File: src/rtl/mem_responder_pkg.sv
// Shared types and sizes for the mem_responder slice.
package mem_responder_pkg;

    localparam int unsigned ADDR_W = 5;
    localparam int unsigned DATA_W = 8;
    localparam int unsigned DEPTH  = 32;
    localparam int unsigned CNT_W  = 3;

    typedef enum logic [1:0] {
        ST_IDLE = 2'd0,
        ST_WAIT = 2'd1,
        ST_RESP = 2'd2
    } state_t;

    typedef struct packed {
        logic              we;
        logic [ADDR_W-1:0] addr;
        logic [DATA_W-1:0] wdata;
    } req_t;

    function automatic logic even_parity(input logic [DATA_W-1:0] d);
        return ^d;
    endfunction

endpackage

File: src/rtl/mem_wait_counter.sv
// Wait-state counter: load, saturating decrement, zero / last-step flags.
module mem_wait_counter
    import mem_responder_pkg::*;
(
    input  logic             clk,
    input  logic             rst,
    input  logic             i_load,
    input  logic [CNT_W-1:0] i_load_val,
    input  logic             i_dec,
    output logic             o_zero_c,
    output logic             o_last_c
);

    logic [CNT_W-1:0] r_count;

    always_ff @(posedge clk or posedge rst) begin
        if (rst) begin
            r_count <= '0;
        end else if (i_load) begin
            r_count <= i_load_val;
        end else if (i_dec && (r_count != '0)) begin
            r_count <= r_count - CNT_W'(1);
        end
    end

    assign o_zero_c = (r_count == '0);
    assign o_last_c = (r_count == CNT_W'(1));

endmodule

File: src/rtl/mem_responder.sv
// Single-port 32x8 memory responder with programmable wait states.
// Optional parity storage/checking enabled by MEM_RESPONDER_PARITY_EN.
module mem_responder
    import mem_responder_pkg::*;
#(
    parameter int unsigned WAIT_CYCLES = 2
) (
    input  logic              clk,
    input  logic              rst,
    input  logic [ADDR_W-1:0] addr,
    input  logic              req,
    input  logic              we,
    input  logic [DATA_W-1:0] wdata,
    output logic [DATA_W-1:0] rdata,
    output logic              ack,
`ifdef MEM_RESPONDER_PARITY_EN
    output logic              parity_err,
`endif
    output logic              busy
);

    state_t            r_state;
    state_t            w_next;
    req_t              r_cap;
    req_t              w_op;
    logic              w_load;
    logic              w_dec;
    logic              w_zero;
    logic              w_last;
    logic              w_commit;
    logic              r_ack;
    logic [DATA_W-1:0] r_rdata;
    logic [DATA_W-1:0] r_mem [DEPTH];

    mem_wait_counter u_wait_counter (
        .clk        (clk),
        .rst        (rst),
        .i_load     (w_load),
        .i_load_val (CNT_W'(WAIT_CYCLES)),
        .i_dec      (w_dec),
        .o_zero_c   (w_zero),
        .o_last_c   (w_last)
    );

    always_ff @(posedge clk or posedge rst) begin
        if (rst) begin
            r_state <= ST_IDLE;
        end else begin
            r_state <= w_next;
        end
    end

    always_comb begin
        w_next = r_state;
        w_load = 1'b0;
        w_dec  = 1'b0;
        case (r_state)
            ST_IDLE: begin
                if (req) begin
                    w_load = 1'b1;
                    w_next = (WAIT_CYCLES == 0) ? ST_RESP : ST_WAIT;
                end
            end
            ST_WAIT: begin
                w_dec = 1'b1;
                if (w_last || w_zero) begin
                    w_next = ST_RESP;
                end
            end
            ST_RESP: w_next = ST_IDLE;
            default: w_next = ST_IDLE;
        endcase
    end

    // With zero wait states the commit edge is the capture edge, so use live inputs.
    assign w_op     = (r_state == ST_IDLE) ? req_t'({we, addr, wdata}) : r_cap;
    assign w_commit = (w_next == ST_RESP);

    always_ff @(posedge clk or posedge rst) begin
        if (rst) begin
            r_cap   <= '0;
            r_ack   <= 1'b0;
            r_rdata <= '0;
        end else begin
            r_ack <= w_commit;
            if (w_load) begin
                r_cap <= req_t'({we, addr, wdata});
            end
            if (w_commit && !w_op.we) begin
                r_rdata <= r_mem[w_op.addr];
            end
        end
    end

    always_ff @(posedge clk or posedge rst) begin
        if (rst) begin
            for (int i = 0; i < DEPTH; i++) begin
                r_mem[i] <= '0;
            end
        end else if (w_commit && w_op.we) begin
            r_mem[w_op.addr] <= w_op.wdata;
        end
    end

`ifdef MEM_RESPONDER_PARITY_EN
    logic r_par [DEPTH];
    logic r_parity_err;

    // Parity bit travels with each word; mismatch is flagged alongside rdata.
    always_ff @(posedge clk or posedge rst) begin
        if (rst) begin
            for (int i = 0; i < DEPTH; i++) begin
                r_par[i] <= 1'b0;
            end
            r_parity_err <= 1'b0;
        end else if (w_commit) begin
            if (w_op.we) begin
                r_par[w_op.addr] <= even_parity(w_op.wdata);
            end else begin
                r_parity_err <= (even_parity(r_mem[w_op.addr]) != r_par[w_op.addr]);
            end
        end
    end

    assign parity_err = r_parity_err;
`endif

    assign rdata = r_rdata;
    assign ack   = r_ack;
    assign busy  = (r_state != ST_IDLE);

endmodule

File: config.mk
export PLATFORM = sky130hd
export DESIGN_NAME = mem_responder
export DESIGN_NICKNAME = d
export VERILOG_FILES = /design/src/rtl/mem_responder_pkg.sv /design/src/rtl/mem_wait_counter.sv /design/src/rtl/mem_responder.sv
export SDC_FILE = /design/constraint.sdc
export NUM_CORES = 1
export LEC_CHECK = 0
export ABC_CLOCK_PERIOD_IN_PS = 9500
export CAP_MARGIN = 20
export CORE_MARGIN = 8
export CORE_UTILIZATION = 40
export DETAILED_ROUTE_END_ITERATION = 10
export GPL_TIMING_DRIVEN = 0
export PLACE_DENSITY = 0.57
export REMOVE_ABC_BUFFERS = 1
export SLEW_MARGIN = 20
export SYNTH_ARGS = -nofsm -noshare
export SYNTH_HDL_FRONTEND = slang
export SYNTH_SLANG_ARGS = --single-unit
File: constraint.sdc
create_clock -name clk -period 9.5 [get_ports clk]
set_input_delay 1.9 -clock clk [delete_from_list [all_inputs] [get_ports clk]]
set_output_delay 1.9 -clock clk [all_outputs]
set_load 0.02 [all_outputs]
### Word level (Yosys, flattened, before mapping)

Cells that the tools add are included.

| word-level totals | value |
|---|---|
| memories kept | 0 |
| bits in latches | 0 |
| ROM bits | 0 |
| bits in writable memories | 0 |
| word-level logic and storage cells | 72 |
| input bits | 17 |
| output and inout bits | 10 |
| bits in registers | 284 |

| cells by class | value |
|---|---|
| $mul | 0 |
| shift-type cells | 0 |
| muxes and demuxes | 15 |
| reductions and logical operators | 11 |
| add/sub/neg operators | 1 |
| $lt $le $gt $ge | 2 |
| bitwise gates (word level) | 1 |
| equal/unequal tests | 3 |
| div/mod/pow operators | 0 |

Operators by type and width:

| kind | number |
|---|---|
| 256-bit bitwise mux | 1 |
| 8-bit binary-select mux with 5-bit select | 1 |
| 8-bit demux with 5-bit select | 1 |
| 8-bit two-way mux | 3 |
| 14-bit two-way mux | 1 |
| 6-bit greater-or-equal comparator, second input constant | 1 |
| 6-bit by 1-bit less-than comparator with 1-bit output, second input constant | 1 |
| 3-bit two-way mux | 2 |
| 5-bit NOT with 6-bit output | 1 |
| 1-bit logical AND | 4 |
| 2-bit two-way mux | 2 |
| 2-bit one-hot mux with 2 select lines | 1 |
| 2-bit nonzero test | 2 |
| 3-bit by 1-bit == test with 1-bit output, second input constant | 1 |
| 3-bit zero test | 1 |
| 1-bit two-way mux | 3 |
| 3-bit nonzero test | 1 |
| 3-bit by 1-bit subtractor with 3-bit output, second input constant | 1 |
| 2-bit by 1-bit == test with 1-bit output, second input constant | 1 |
| 2-bit == test, second input constant | 1 |
| 2-bit zero test | 1 |
| 1-bit zero test | 1 |
| 1-bit logical OR | 1 |

### Depth between registers and ports, before layout

Gate-level depths: netlist of the first run.

| logic depth | value |
|---|---|
| depth after elaboration | 8 |
| gate-level depth with buffers | 10 |
| depth with buffers taken out | 8 |

### Hierarchy

Synthesis of the first run repeated with hierarchy kept, for this count alone.

| second synthesis, totals | value |
|---|---|
| cells, all modules | 1,263 |
| area, all modules | 12,778.5 µm² |

Modules (own cells, without submodules):

| module | cells each | times used | area each (µm²) | sequential area each (µm²) |
|---|---|---|---|---|
| mem_responder | 1,237 | 1 | 12,549.5 | 7,031.7 |
| mem_wait_counter | 26 | 1 | 229.0 | 75.1 |

### Worst setup path before layout of the first run

Ideal clock, no wire load.

| timing | value |
|---|---|
| path type | in2reg |
| from | input addr[0] |
| to | register r_mem[120] (netlist name) |
| buffers on the path | 1 |
| setup time | 0.077 ns |
| data arrival time | 3.204 ns |
| stages on the path | 6 |
| path slack | 6.219 ns |
| cells stage by stage | or4_4 o31a_4 nor3_4 buf_4 nor2_1 a21oi_1 |

| on the way | value |
|---|---|
| cells in the longest elaborated chain, start to end | 7 |
| elaborated cells on any way between the ends | 8 |
| those cells by class | order compare (2); mux (4); bitwise (1); reduce/logical (1) |

Ends and longest elaborated chain:

| item | RTL line | RTL |
|---|---|---|
| from (decl) | mem_responder.sv:10 | `input logic [ADDR_W-1:0] addr,` |
| 14-bit two-way mux * | mem_responder.sv:76 | `assign w_op = (r_state == ST_IDLE) ? req_t'({we, addr, wdata}) : r_cap;` |
| 5-bit NOT with 6-bit output (implied by the code) * | mem_responder.sv:101 | `r_mem[w_op.addr] <= w_op.wdata;` |
| 6-bit greater-or-equal comparator (implied by the code) or 6-bit by 1-bit less-than comparator with 1-bit output (tied branches) | mem_responder.sv:101 |  |
| 1-bit logical AND (implied by the code) | mem_responder.sv:101 |  |
| 8-bit two-way mux (implied by the code) | mem_responder.sv:101 |  |
| 8-bit demux with 5-bit select * | mem_responder.sv:101 |  |
| 256-bit bitwise mux * | mem_responder.sv:101 |  |
| to (signal, indexed assignment) | mem_responder.sv:101 |  |
| to (decl) | mem_responder.sv:33 | `logic [DATA_W-1:0] r_mem [DEPTH];` |

Mark *: on every way between the ends. The rest lies on a longest branch, timed or not.
A chain may end at the register's enable or synchronous reset.

### Final worst setup path of the first run

| timing | value |
|---|---|
| from | register r_state[0] |
| to | output busy |

| on the way | value |
|---|---|
| cells in the longest elaborated chain, start to end | 1 |

Ends and longest elaborated chain:

| item | RTL line | RTL |
|---|---|---|
| from (decl) | mem_responder.sv:22 | `state_t r_state;` |
| from (signal assigned) | mem_responder.sv:49 | `r_state <= w_next;` |
| 2-bit nonzero test | mem_responder.sv:130 | `assign busy = (r_state != ST_IDLE);` |
| to (decl) | mem_responder.sv:19 | `output logic busy` |

No other way between the ends.

==> metrics.csv, run 1 <==
metric,value,unit
postCtsHoldBufs,0,
port_buffers,26,
synthDistinctLibCells,43,
rows,65,
cts-htree-levels,1,
fin_crit_sh,0.4725,
synth_top_area_frac,0.5594,
antenna_left,0,
end_kind,output port,
synthSimpleGateAreaFrac,0.1465,
startpoint,r_state[0],
place_area,13620,µm²
crit_family,buffers and inverters,
clock_path_buffers,3,
post-cts-setup-buffer-count,0,
ys_top_cells_by_area,"dfrtp_1, a21oi_1, nor2_1",
cts-root-buf,clkbuf_16,
clk_latency,0.56,ns
fin_skew,0.02484,ns
synth_xor_area_frac,0,
fin_crit,4.489,ns
rsz0062_at_grt,no,
status,"finished, final reports clean",
netlist_top_cells_count,"a21oi_1, dfrtp_1, nor2_1, a22oi_1, nor3_4",
power,5.126,mW
synth_edf_count,0,
clk_pin_slew,0.06,ns
vias,9129,
yosys_warnings,0,
holdWs,0.5059,ns
hold_viol_final,0,
fin_area,14680,µm²
drt-total-wl,33360,µm
syn_area,12700,µm²
cellPowerDensity,349.3,nW/µm²
antenna_cells,0,
final_nets,1251,
drcViolationCount,0,
ys_seq_area_frac,0.5594,
crit_type,reg2out,
die_area,37720,µm²
syn_inst,1243,
crit_required,7.60,ns
grt_pass1_wl,53390,µm
grt_max_degree,103,
worstPathBufferInverterCount,2,
crit_arrival,2.59,ns
r2r_slack,5.60,ns
post_cts_resized,0,
antenna_found_initial,0,
maxCapViolCount,0,
ys_ff_latch,284,
synth_compound_area_frac,0.2229,
grt_overflow,0,
die_h,194.2,µm
clock_sinks,284,
syn_area_per_cell,10.22,µm²
max_stage_delay,0.62,ns
numCtsBuffers,31,
pin_count,27,
first_pass_iters,5,
start_util,0.4047,
r2r-start,r_state[0],
wl_per_cell,20.14,µm
synth_fa_ha_area_frac,0.002955,
startpoint_type,flop,
max_slew_margin,0.3643,
slowest_stage,nor2_8,
critPathMaxFanout,18,
fillers,2894,
hold_start,r_cap[13],
die_w,194.2,µm
yosysMostFrequentCell,a21oi_1,
ys.flop_type,dfrtp_1,
drv_slew,0,
async_flop_share,1.000,
fmax,0.2228,GHz
gp_congestion,0.7821,
drive_above_1_share,0.1260,
synth_mux_area_frac,0.02127,
initialDrtViolationCount,765,
tns,0,ns
grt_usage,0.1770,
hp-class,reg2reg,
grt_pass1_vias,8997,
crit_chain,nor2_8 -> inv_2 -> clkdlybuf4s50_1,
tritoncts,done,
synth_top_family_by_area,compound AO/OA/AOI/OAI gates,
hpwl,21780,µm
p_leak,6.410,nW
finalSetupViolations,0,
tightest_slew,0.9449,ns
synth_area_leader_cell,dfrtp_1,
via_per_inst,5.513,
coreArea,31390,µm²
syn_to_final_growth,15.51,%
ir_drop,181.4,µV
==> flip-flops by register name, indices dropped and copies added, names as in the netlist <==
name and flops:
r_mem 256, u_wait_counter.r_count 3, rdata 8, r_cap 14
r_state 2, ack 1
==> worst paths after layout <==
kind / end / cells past startpoint
max: busy / 3
min: r_cap[13] / 1
max reg2reg: rdata[7] / 7
min reg2reg: r_cap[13] / 1
max in group asynchronous: r_mem[33] / 3
min in group asynchronous: r_mem[80] / 2
==> where the power goes <==
group / internal (mW) / switching (mW) / total [mW] / leakage (nW)
combinational: 0.756 / 1.31 / 2.06 / 2.06
clock: 0.741 / 0.489 / 1.23 / 0.513
sequential: 1.59 / 0.240 / 1.83 / 3.84
==> cells in the final DEF, fill, tap and decap left out, drive strengths merged, types with 9 or more instances in the layout <==
cell type / instances
a21oi: 320
a22oi: 129
a31oi: 12
buf: 26
clkbuf: 45
clkdlybuf4s50: 26
dfrtp: 284
mux2: 14
mux2i: 10
nor2: 276
nor3: 43
nor4: 9
==> metal layers <==
layer  track usage  wire (µm)
met5             0          0
met4       0.04300        687
met3       0.02464       1829
met2        0.2812      15380
met1        0.2525      15460
==> final cells by class <==
class                   instances  area, µm²  share of cell area
repair buffers                 52      855.8             0.05832
well taps                     402      503.0             0.03427
flip-flops and latches        284       7107              0.4843
clock buffers                  45      908.4             0.06190
inverters                       6      30.03            0.002046
multi-input cells             856       5132              0.3497
clock inverters                11      138.9            0.009464
==> metrics by stage <==
step / util / setup WS, ns / cells
floorplan: - / -0.2356 / 1146
global placement: 0.4107 / -4.015 / 1574
detailed placement: 0.4338 / 4.480 / 1599
CTS: 0.4671 / 4.956 / 1655
global route: 0.4675 / 4.871 / 1656
finish: 0.4675 / 5.011 / 1656
==> logic make-up (layout without fill, tap and decap cells) <==
logic type | after synthesis | after routing
AO/OA/AOI/OAI | 477 | 477
flip-flops | 284 | 284
AND/OR/NAND/NOR | 352 | 352
buffers and inverters | 103 | 114
multiplexers | 24 | 24
adder cells (fa/ha/maj) | 3 | 3
No activity file was read; power rests on OpenSTA's default activity.
==> run 2, diff against run 1 <==
--- a/config.mk
+++ b/config.mk
@@ -5,7 +5,7 @@
 export SDC_FILE = /design/constraint.sdc
 export NUM_CORES = 1
 export LEC_CHECK = 0
-export ABC_CLOCK_PERIOD_IN_PS = 9500
+export ABC_CLOCK_PERIOD_IN_PS = 3640
 export CAP_MARGIN = 20
 export CORE_MARGIN = 8
 export CORE_UTILIZATION = 40
==> constraint.sdc (replaced) <==
create_clock -name clk -period 3.64 [get_ports clk]
set_input_delay 0.728 -clock clk [delete_from_list [all_inputs] [get_ports clk]]
set_output_delay 0.728 -clock clk [all_outputs]
set_load 0.02 [all_outputs]
==> metrics.csv, run 2 (same netlist as run 1, synthesis figures left out) <==
metric,value,unit
grt_max_degree,103,
clock_sinks,284,
drt-total-wl,33440,µm
crit_arrival,3.53,ns
finalSetupViolations,0,
power.switching,5.335,mW
critPathMaxFanout,20,
clockPowerShare,0.239,
tns,0,ns
vias,9134,
cts-htree-levels,1,
maxCapViolCount,0,
p_seq_frac,0.356,
via_per_inst,5.506,
clk_pin_slew,0.06,ns
grt_usage,0.1769,
fin_skew,0.02294,ns
crit_required,4.02,ns
rows,65,
grt_pass1_wl,53390,µm
end_kind,flop,
dpl_worst_slack,-0.3052,ns
drive_above_1_share,0.1337,
fin_crit_sh,0.8630,
final_nets,1254,
place_area,13620,µm²
p_leak,6.434,nW
initialDrtViolationCount,723,
p_comb_frac,0.405,
final_cell_mix,"a21oi_1, dfrtp_1, nor2_1",
cts-root-buf,clkbuf_16,
hpwl,21780,µm
crit_type,reg2reg,
largest_reg_flops,256,
tritoncts,done,
die_w,194.2,µm
largest_register,r_mem,
antenna_found_initial,0,
fin_cells,1659,
port_buffers,26,
startpoint_type,flop,
power.share.switching,0.3973,
worst_slack,0.4986,ns
wl_per_cell,20.15,µm
fin_crit,3.141,ns
numCtsBuffers,31,
grt_pass1_vias,9008,
holdWs,0.5060,ns
max_slew_margin,0.4623,
drv_slew,0,
start_util,0.4047,
rsz0062_at_grt,no,
antenna_cells,0,
gp_congestion,0.7821,
tightest_slew,0.7897,ns
ir_drop,475.8,µV
power,13.43,mW
placed_cells,1599,
die_area,37720,µm²
syn_to_final_growth,15.94,%
hp-class,reg2reg,
first_pass_iters,5,
fmax,0.3183,GHz
clk_latency,0.56,ns
die_h,194.2,µm
drcViolationCount,0,
grt_overflow,0,
coreArea,31390,µm²
clock_path_buffers,3,
antenna_left,0,
p_int,8.092,mW
post-route-util,0.4692,
fin_area,14730,µm²
hold_viol_final,0,
cellPowerDensity,911.6,nW/µm²
pin_count,27,
status,"finished, final reports clean",
mostFrequentLayoutCell,a21oi_1,
## run 2: power by group through the flow
stage                     Clock, mW  Sequential, mW  Combinational, mW
final                          3.21            4.78               5.44
after global routing           3.41            4.91               5.89
after CTS                      3.27            4.77               5.45
after detailed placement          0            4.82               5.41
after global placement            0            4.78               4.37
after floorplan                   0            4.72               2.88
## run 2: what timing repair did
| action | CTS | global route |
|---|---|---|
| gates resized for setup | 7 | 0 |
| endpoints found under the setup margin | 7 | 5 |
| buffers inserted | 0 | 3 |
| hold buffers | 0 | 0 |
| pin swaps | 0 | 1 |
## run 2: final timing paths
| check | from | cells after the start | slack, ns | endpoint |
|---|---|---|---|---|
| max in group asynchronous | rst | 3 | 1.98 | r_mem[206] |
| worst min-delay path | r_cap[13] | 1 | 0.51 | r_cap[13] |
| worst max register to register | r_state[1] | 9 | 0.50 | rdata[5] |
| min in group asynchronous | rst | 2 | 0.69 | r_mem[80] |
| worst min register to register | r_cap[13] | 1 | 0.51 | r_cap[13] |
| worst max-delay path | r_state[1] | 9 | 0.50 | rdata[5] |
## run 2: worst max-delay path, cell delays in order (launching register included)
cell      delay [ns]
dfrtp_1         0.59
o211ai_1        0.42
o21ai_4         0.28
buf_16          0.25
buf_8           0.17
buf_16          0.17
a22oi_1         0.16
a21oi_1         0.15
nor4_1          0.60
a31oi_1         0.18
## run 2: cell type report
type                       instances  area (µm²)
fill                            2892       16660
multi-input combinational        856        5165
tap                              402       503.0
timing repair buffer              55       878.3
clock buffer                      45       908.4
inverter                           6       30.03
clock inverter                    11       138.9
sequential                       284        7107
## run 2: layer usage
layer	global-route usage	up-vias	share of wire
met5	0	-	0
met4	0.04300	0	0.020
met3	0.02464	40	0.048
met2	0.2816	219	0.46
met1	0.2519	4454	0.47
li1	-	4421	-
